$ cat src/rtl/regbank_wr_slicer_if.sv
// Bus interface for the register-bank write slicer.
//   we, wa, wd  : write request, 5-bit register address, WIDTH-bit data
//   scrub_req   : request a sequential clear of r1..r31
//   busy        : scrub in progress (writes are dropped while high)
//   wr_ack      : one-cycle registered pulse after every accepted write
//   slices      : bit-sliced bank, slices[b*32 + r] = bit b of register r
// master drives requests and write data; slave (the bank) drives status and slices.
interface regbank_wr_slicer_if #(
  parameter int unsigned WIDTH = 32
) ();
  logic                  we;
  logic [4:0]            wa;
  logic [WIDTH-1:0]      wd;
  logic                  scrub_req;
  logic                  busy;
  logic                  wr_ack;
  logic [32*WIDTH-1:0]   slices;

  modport master (
    output we, wa, wd, scrub_req,
    input  busy, wr_ack, slices
  );

  modport slave (
    input  we, wa, wd, scrub_req,
    output busy, wr_ack, slices
  );
endinterface

$ cat src/rtl/regbank_wr_slicer.sv
// Write side of the CPU register bank.
// Holds 32 registers of WIDTH bits (r0 hardwired to zero), decodes the write address into
// one-hot enables and presents the contents bit-sliced for the per-bit 32:1 read selectors.
// A scrub engine zeroes r1..r31 one register per cycle without using reset.
// Ports:
//   clk_i : system clock, all state updates on the rising edge
//   clr_i : synchronous active-high reset, overrides everything including a running scrub
//   bus   : slave side of regbank_wr_slicer_if (we/wa/wd/scrub_req in, busy/wr_ack/slices out)
module regbank_wr_slicer #(
  parameter int unsigned WIDTH = 32
) (
  input logic                clk_i,
  input logic                clr_i,
  regbank_wr_slicer_if.slave bus
);

  typedef enum logic [0:0] {StIdle, StScrub} state_e;

  state_e           state_q;
  logic [4:0]       cnt_q;
  logic             busy_q;
  logic             wr_ack_q;
  logic             wr_ack_d;
  logic [31:0]      wr_en;

  logic [WIDTH-1:0] regs_q [1:31];
  logic [WIDTH-1:0] regs_d [1:31];

  // One-hot write enables; bit 0 still decodes so a write to r0 is acknowledged.
  always_comb begin
    wr_en = '0;
    if (bus.we && !busy_q) begin
      wr_en[bus.wa] = 1'b1;
    end
  end

  assign wr_ack_d = |wr_en;

  // Writes and scrub clears never coincide: the scrub only runs while busy blocks writes.
  always_comb begin
    for (int r = 1; r < 32; r++) begin
      regs_d[r] = regs_q[r];
      if (wr_en[r]) begin
        regs_d[r] = bus.wd;
      end
      if (state_q == StScrub && cnt_q == 5'(r)) begin
        regs_d[r] = '0;
      end
    end
  end

  always_ff @(posedge clk_i) begin
    if (clr_i) begin
      for (int r = 1; r < 32; r++) begin
        regs_q[r] <= '0;
      end
    end else begin
      for (int r = 1; r < 32; r++) begin
        regs_q[r] <= regs_d[r];
      end
    end
  end

  // Scrub FSM with registered busy/wr_ack; the counter runs 1..31 and never wraps through 0.
  always_ff @(posedge clk_i) begin
    if (clr_i) begin
      state_q  <= StIdle;
      cnt_q    <= '0;
      busy_q   <= 1'b0;
      wr_ack_q <= 1'b0;
    end else begin
      wr_ack_q <= wr_ack_d;
      unique case (state_q)
        StIdle: begin
          if (bus.scrub_req) begin
            state_q <= StScrub;
            cnt_q   <= 5'd1;
            busy_q  <= 1'b1;
          end
        end
        StScrub: begin
          if (cnt_q == 5'd31) begin
            state_q <= StIdle;
            cnt_q   <= '0;
            busy_q  <= 1'b0;
          end else begin
            cnt_q <= cnt_q + 5'd1;
          end
        end
      endcase
    end
  end

  assign bus.busy   = busy_q;
  assign bus.wr_ack = wr_ack_q;

  for (genvar b = 0; b < WIDTH; b++) begin : g_slice
    assign bus.slices[b*32] = 1'b0;
    for (genvar r = 1; r < 32; r++) begin : g_reg
      assign bus.slices[b*32 + r] = regs_q[r][b];
    end
  end

endmodule

$ cat src/flat_wrapper.sv
// flat-port wrapper written by rule: the top's interface ports become plain ports
module regbank_wr_slicer_flat 
#(
  parameter int unsigned WIDTH = 32
)
  (clk_i, clr_i, bus_we, bus_wa, bus_wd, bus_scrub_req, bus_busy, bus_wr_ack, bus_slices);
  regbank_wr_slicer_if #(.WIDTH(WIDTH)) bus_i ();
  input logic clk_i;
  input logic clr_i;
  input wire logic [$bits(bus_i.we)-1:0] bus_we;
  input wire logic [$bits(bus_i.wa)-1:0] bus_wa;
  input wire logic [$bits(bus_i.wd)-1:0] bus_wd;
  input wire logic [$bits(bus_i.scrub_req)-1:0] bus_scrub_req;
  output wire logic [$bits(bus_i.busy)-1:0] bus_busy;
  output wire logic [$bits(bus_i.wr_ack)-1:0] bus_wr_ack;
  output wire logic [$bits(bus_i.slices)-1:0] bus_slices;
  assign bus_i.we = bus_we;
  assign bus_i.wa = bus_wa;
  assign bus_i.wd = bus_wd;
  assign bus_i.scrub_req = bus_scrub_req;
  assign bus_busy = bus_i.busy;
  assign bus_wr_ack = bus_i.wr_ack;
  assign bus_slices = bus_i.slices;
  regbank_wr_slicer #(.WIDTH(WIDTH)) u_core (.clk_i(clk_i), .clr_i(clr_i), .bus(bus_i));
endmodule
$ cat config.mk
export PLATFORM = sky130hd
export DESIGN_NAME = regbank_wr_slicer_flat
export DESIGN_NICKNAME = d
export VERILOG_FILES = /design/src/rtl/regbank_wr_slicer_if.sv /design/src/rtl/regbank_wr_slicer.sv /design/src/flat_wrapper.sv
export SDC_FILE = /design/constraint.sdc
export NUM_CORES = 2
export LEC_CHECK = 0
export ABC_CLOCK_PERIOD_IN_PS = 5110
export BUFFER_PORTS_ARGS = -buffer_cell sky130_fd_sc_hd__buf_2
export CORE_AREA = 2 2 412 414
export CTS_CLUSTER_DIAMETER = 40
export DETAILED_ROUTE_END_ITERATION = 10
export DIE_AREA = 0 0 414 416
export SYNTH_ARGS = -nofsm -noshare
export SYNTH_HDL_FRONTEND = slang
export SYNTH_SLANG_ARGS = --single-unit
$ cat constraint.sdc
create_clock -name clk_i -period 5.11 [get_ports clk_i]
set_input_delay 0.511 -clock clk_i [delete_from_list [all_inputs] [get_ports clk_i]]
set_output_delay 0.511 -clock clk_i [all_outputs]
set_load 0.01 [all_outputs]
==> results.json <==
{
  "fin_worst_skew_ns": 0.03504,
  "slowest_stage": "dfxtp_1",
  "synth_simple_gate_area_share_pct": 13.87,
  "grtUsageTotal_pct": 22.27,
  "crit_top_cell": "buf_4",
  "h-tree-depth": 4,
  "hold_buffers": 1,
  "maxCapViolCount": 0,
  "r2r_cells": 5,
  "vdd_drop_max_mv": 0.3604,
  "synthAdderAreaFrac_pct": 0.1950,
  "cts-root-buf": "clkbuf_16",
  "drt_pre_antenna_iters": 8,
  "path_buf_inv": 2,
  "crit_chain": "nand4bb_4, buf_4, buf_4, o21ai_0, a21oi_1",
  "worst_pin_slew_ns": 1.355,
  "synth_xor_area_share_pct": 0,
  "grt_pass1_vias": 37166,
  "gp_congestion": 0.7985,
  "drive_gt1_share_pct": 26.29,
  "synth.ff_latch_count": 1000,
  "leakage_nw": 19.39,
  "area_growth_pct": 31.57,
  "dr_wl_met2_um": 92480,
  "highest_layer": "met5",
  "cp-startpoint": "u_core.bus.busy",
  "rsz0062_at_grt": "no",
  "cts_tree": "done",
  "final.period_utilization_pct": 63.91,
  "cts_setup_buffers": 0,
  "whs_path_depth": 2,
  "pin_count": 1067,
  "r2r_slack_ns": 1.84,
  "yosysWarnings": 0,
  "worstSetupEndpointType": "flop",
  "yosys_most_used_dff": "dfxtp_1",
  "rr_endpoint": "u_core.regs_q[0][587]",
  "hp-class": "input pin to flop",
  "start_kind": "flop",
  "worst_ep_required_time_ns": 5.84,
  "postCtsResizedCells": 0,
  "layout_common_cells": "buf_2 (1030), dfxtp_1 (1000), nand3_1 (998)",
  "start_util_pct": 22.89,
  "vias_per_cell": 5.381,
  "grt_pass1_wl_um": 280400,
  "crit_type": "flop to flop",
  "status": "completed",
  "crit_arrival_ns": 3.99,
  "numCtsBuffers": 156,
  "synth-compound-area-share_pct": 26.53,
  "critPathMaxFanout": 60,
  "nets": 5456,
  "detail-route-antenna-nets": 0,
  "row_count": 151,
  "n_fill_cell": 17822,
  "drtIter0Drc": 5970,
  "drv_slew": 0,
  "grt_max_degree": 172,
  "avgSynthCellArea_um2": 8.101,
  "dieArea_um2": 172200,
  "wl_um": 204700,
  "clkTransAtPathRegs_ns": 0.06,
  "wl_met1_um": 77810,
  "slowest_delay_ns": 0.83,
  "cpLargestDelayFamily": "buffers and inverters",
  "slew_headroom_pct": 9.691,
  "gr-total-overflow": 0,
  "synth-edff-count": 0,
  "cts_max_path_buffers": 3,
  "finalCriticalPeriod_ns": 3.266,
  "reg2reg_from": "u_core.bus.busy",
  "setup_viol": 0,
  "drc": 0,
  "muxShareOfSynthArea_pct": 0,
  "insertion_delay_ns": 0.82,
  "hpwl_um": 123800,
  "hold_path_end": "u_core.bus.wr_ack",
  "synth-async-reset-ratio_pct": 0,
  "finalPower_mw": 20.41,
  "die_h_um": 416,
  "core_um2": 168100,
  "port_buffers": 1034,
  "powerDensity_nw_per_um2": 402.9,
  "route.met3.wl_um": 20680,
  "cts.sinks": 1000,
  "ys_seq_area_share_pct": 52.01,
  "antenna_found_initial": 21,
  "hp-start": "bus_we",
  "finalSetupTns_ns": 0,
  "synth_cells": 4752,
  "synth_cell_type_count": 39,
  "max_freq_ghz": 0.3062,
  "final_common_cell": "buf_2",
  "synth_top_family_by_area": "compound AO/OA/AOI/OAI gates",
  "synthesis.area_um2": 38490,
  "finalHoldViolCount": 0,
  "die_w_um": 414,
  "wl_per_cell_um": 26.35,
  "vias": 41807
}
-- final cells by class --
type / count / area, µm² / area share [%]
Inverter: 5 / 18.77 / 0.03706
Clock buffer: 198 / 4293 / 8.476
Timing Repair Buffer: 1141 / 6186 / 12.21
Clock inverter: 90 / 1244 / 2.456
Sequential cell: 1000 / 20020 / 39.53
Multi-Input combinational cell: 3105 / 16080 / 31.75
Tap cell: 2218 / 2775 / 5.479
Antenna cell: 12 / 30.03 / 0.05929
-- per-layer routing --
| layer | vias up | track usage, % |
|---|---|---|
| li1 | 18193 | - |
| met1 | 20384 | 27.31 |
| met2 | 2620 | 34.35 |
| met3 | 606 | 5.850 |
| met4 | 4 | 14.73 |
| met5 | - | 0 |
-- through the flow --
stage / std cells / util [%] / setup slack (ns) / area [µm²] / hold slack [ns]
detailed placement: 7468 / 26.80 / 1.791 / 45070 / 0.4631
floorplan: 4783 / - / 3.308 / 38610 / 0.4984
finish: 7769 / 30.12 / 1.844 / 50650 / 0.1080
CTS: 7757 / 30.10 / 1.733 / 50620 / 0.03475
global placement: 7467 / 26.79 / 1.792 / 45050 / 0.4558
global route: 7761 / 30.11 / 1.602 / 50630 / 0.08348
-- cells in the mapped netlist (2+ instances only) --
library cell / number / area [µm²]
nor2_1: 4 / 15.01
o21ai_1: 186 / 930.9
o21ai_0: 807 / 4039
or3_1: 2 / 12.51
o21bai_1: 26 / 195.2
ha_1: 6 / 75.07
a21o_1: 2 / 15.01
nand3b_1: 8 / 60.06
nand2_1: 2 / 7.510
nor3b_1: 5 / 37.54
and3b_1: 3 / 26.28
nor2b_1: 2 / 12.51
nand2b_1: 3 / 18.77
buf_4: 32 / 240.2
clkbuf_1: 478 / 1794
nor4bb_1: 2 / 20.02
or3b_2: 2 / 17.52
buf_2: 145 / 725.7
nand3_1: 999 / 5000
a41o_1: 3 / 30.03
and3_1: 2 / 12.51
buf_1: 18 / 67.56
a21oi_1: 995 / 4980
inv_1: 5 / 18.77
nand4bb_1: 2 / 22.52
dfxtp_1: 1000 / 20020
-- logic make-up (layout without fill, tap and decap cells) --
family                     Yosys count  count (layout)
AOI/OAI and AO/OA                 2022            2022
adders and majority gates            6               6
buffers and inverters              678            1434
DFF                               1000            1000
other                                1              44
and+or+nand+nor                   1045            1045
-- report_power, final --
| group | switching, mW | leakage, nW | total, mW | internal, mW |
|---|---|---|---|---|
| clock network | 4.30 | 2.65 | 11.2 | 6.93 |
| logic | 1.11 | 8.68 | 1.30 | 0.186 |
| registers | 0.0311 | 8.06 | 7.88 | 7.85 |
| total | 5.44 | 19.4 | 20.4 | 15.0 |
-- worst max path at each step --
stage | to | cells past startpoint
after global placement | u_core.regs_q[0][863] | 5
after detailed placement | u_core.regs_q[0][842] | 5
after global routing | u_core.regs_q[0][852] | 5
after floorplan | u_core.bus.busy | 7
final | u_core.regs_q[0][587] | 5
after CTS | u_core.regs_q[0][842] | 5
-- state kept, by name, indices dropped and copies added (netlist names) --
name / count
u_core.bus.busy: 1
u_core.state_q: 1
u_core.regs_q: 992
u_core.bus.wr_ack: 1
u_core.cnt_q: 5
Power figures use the tool's default switching activity.
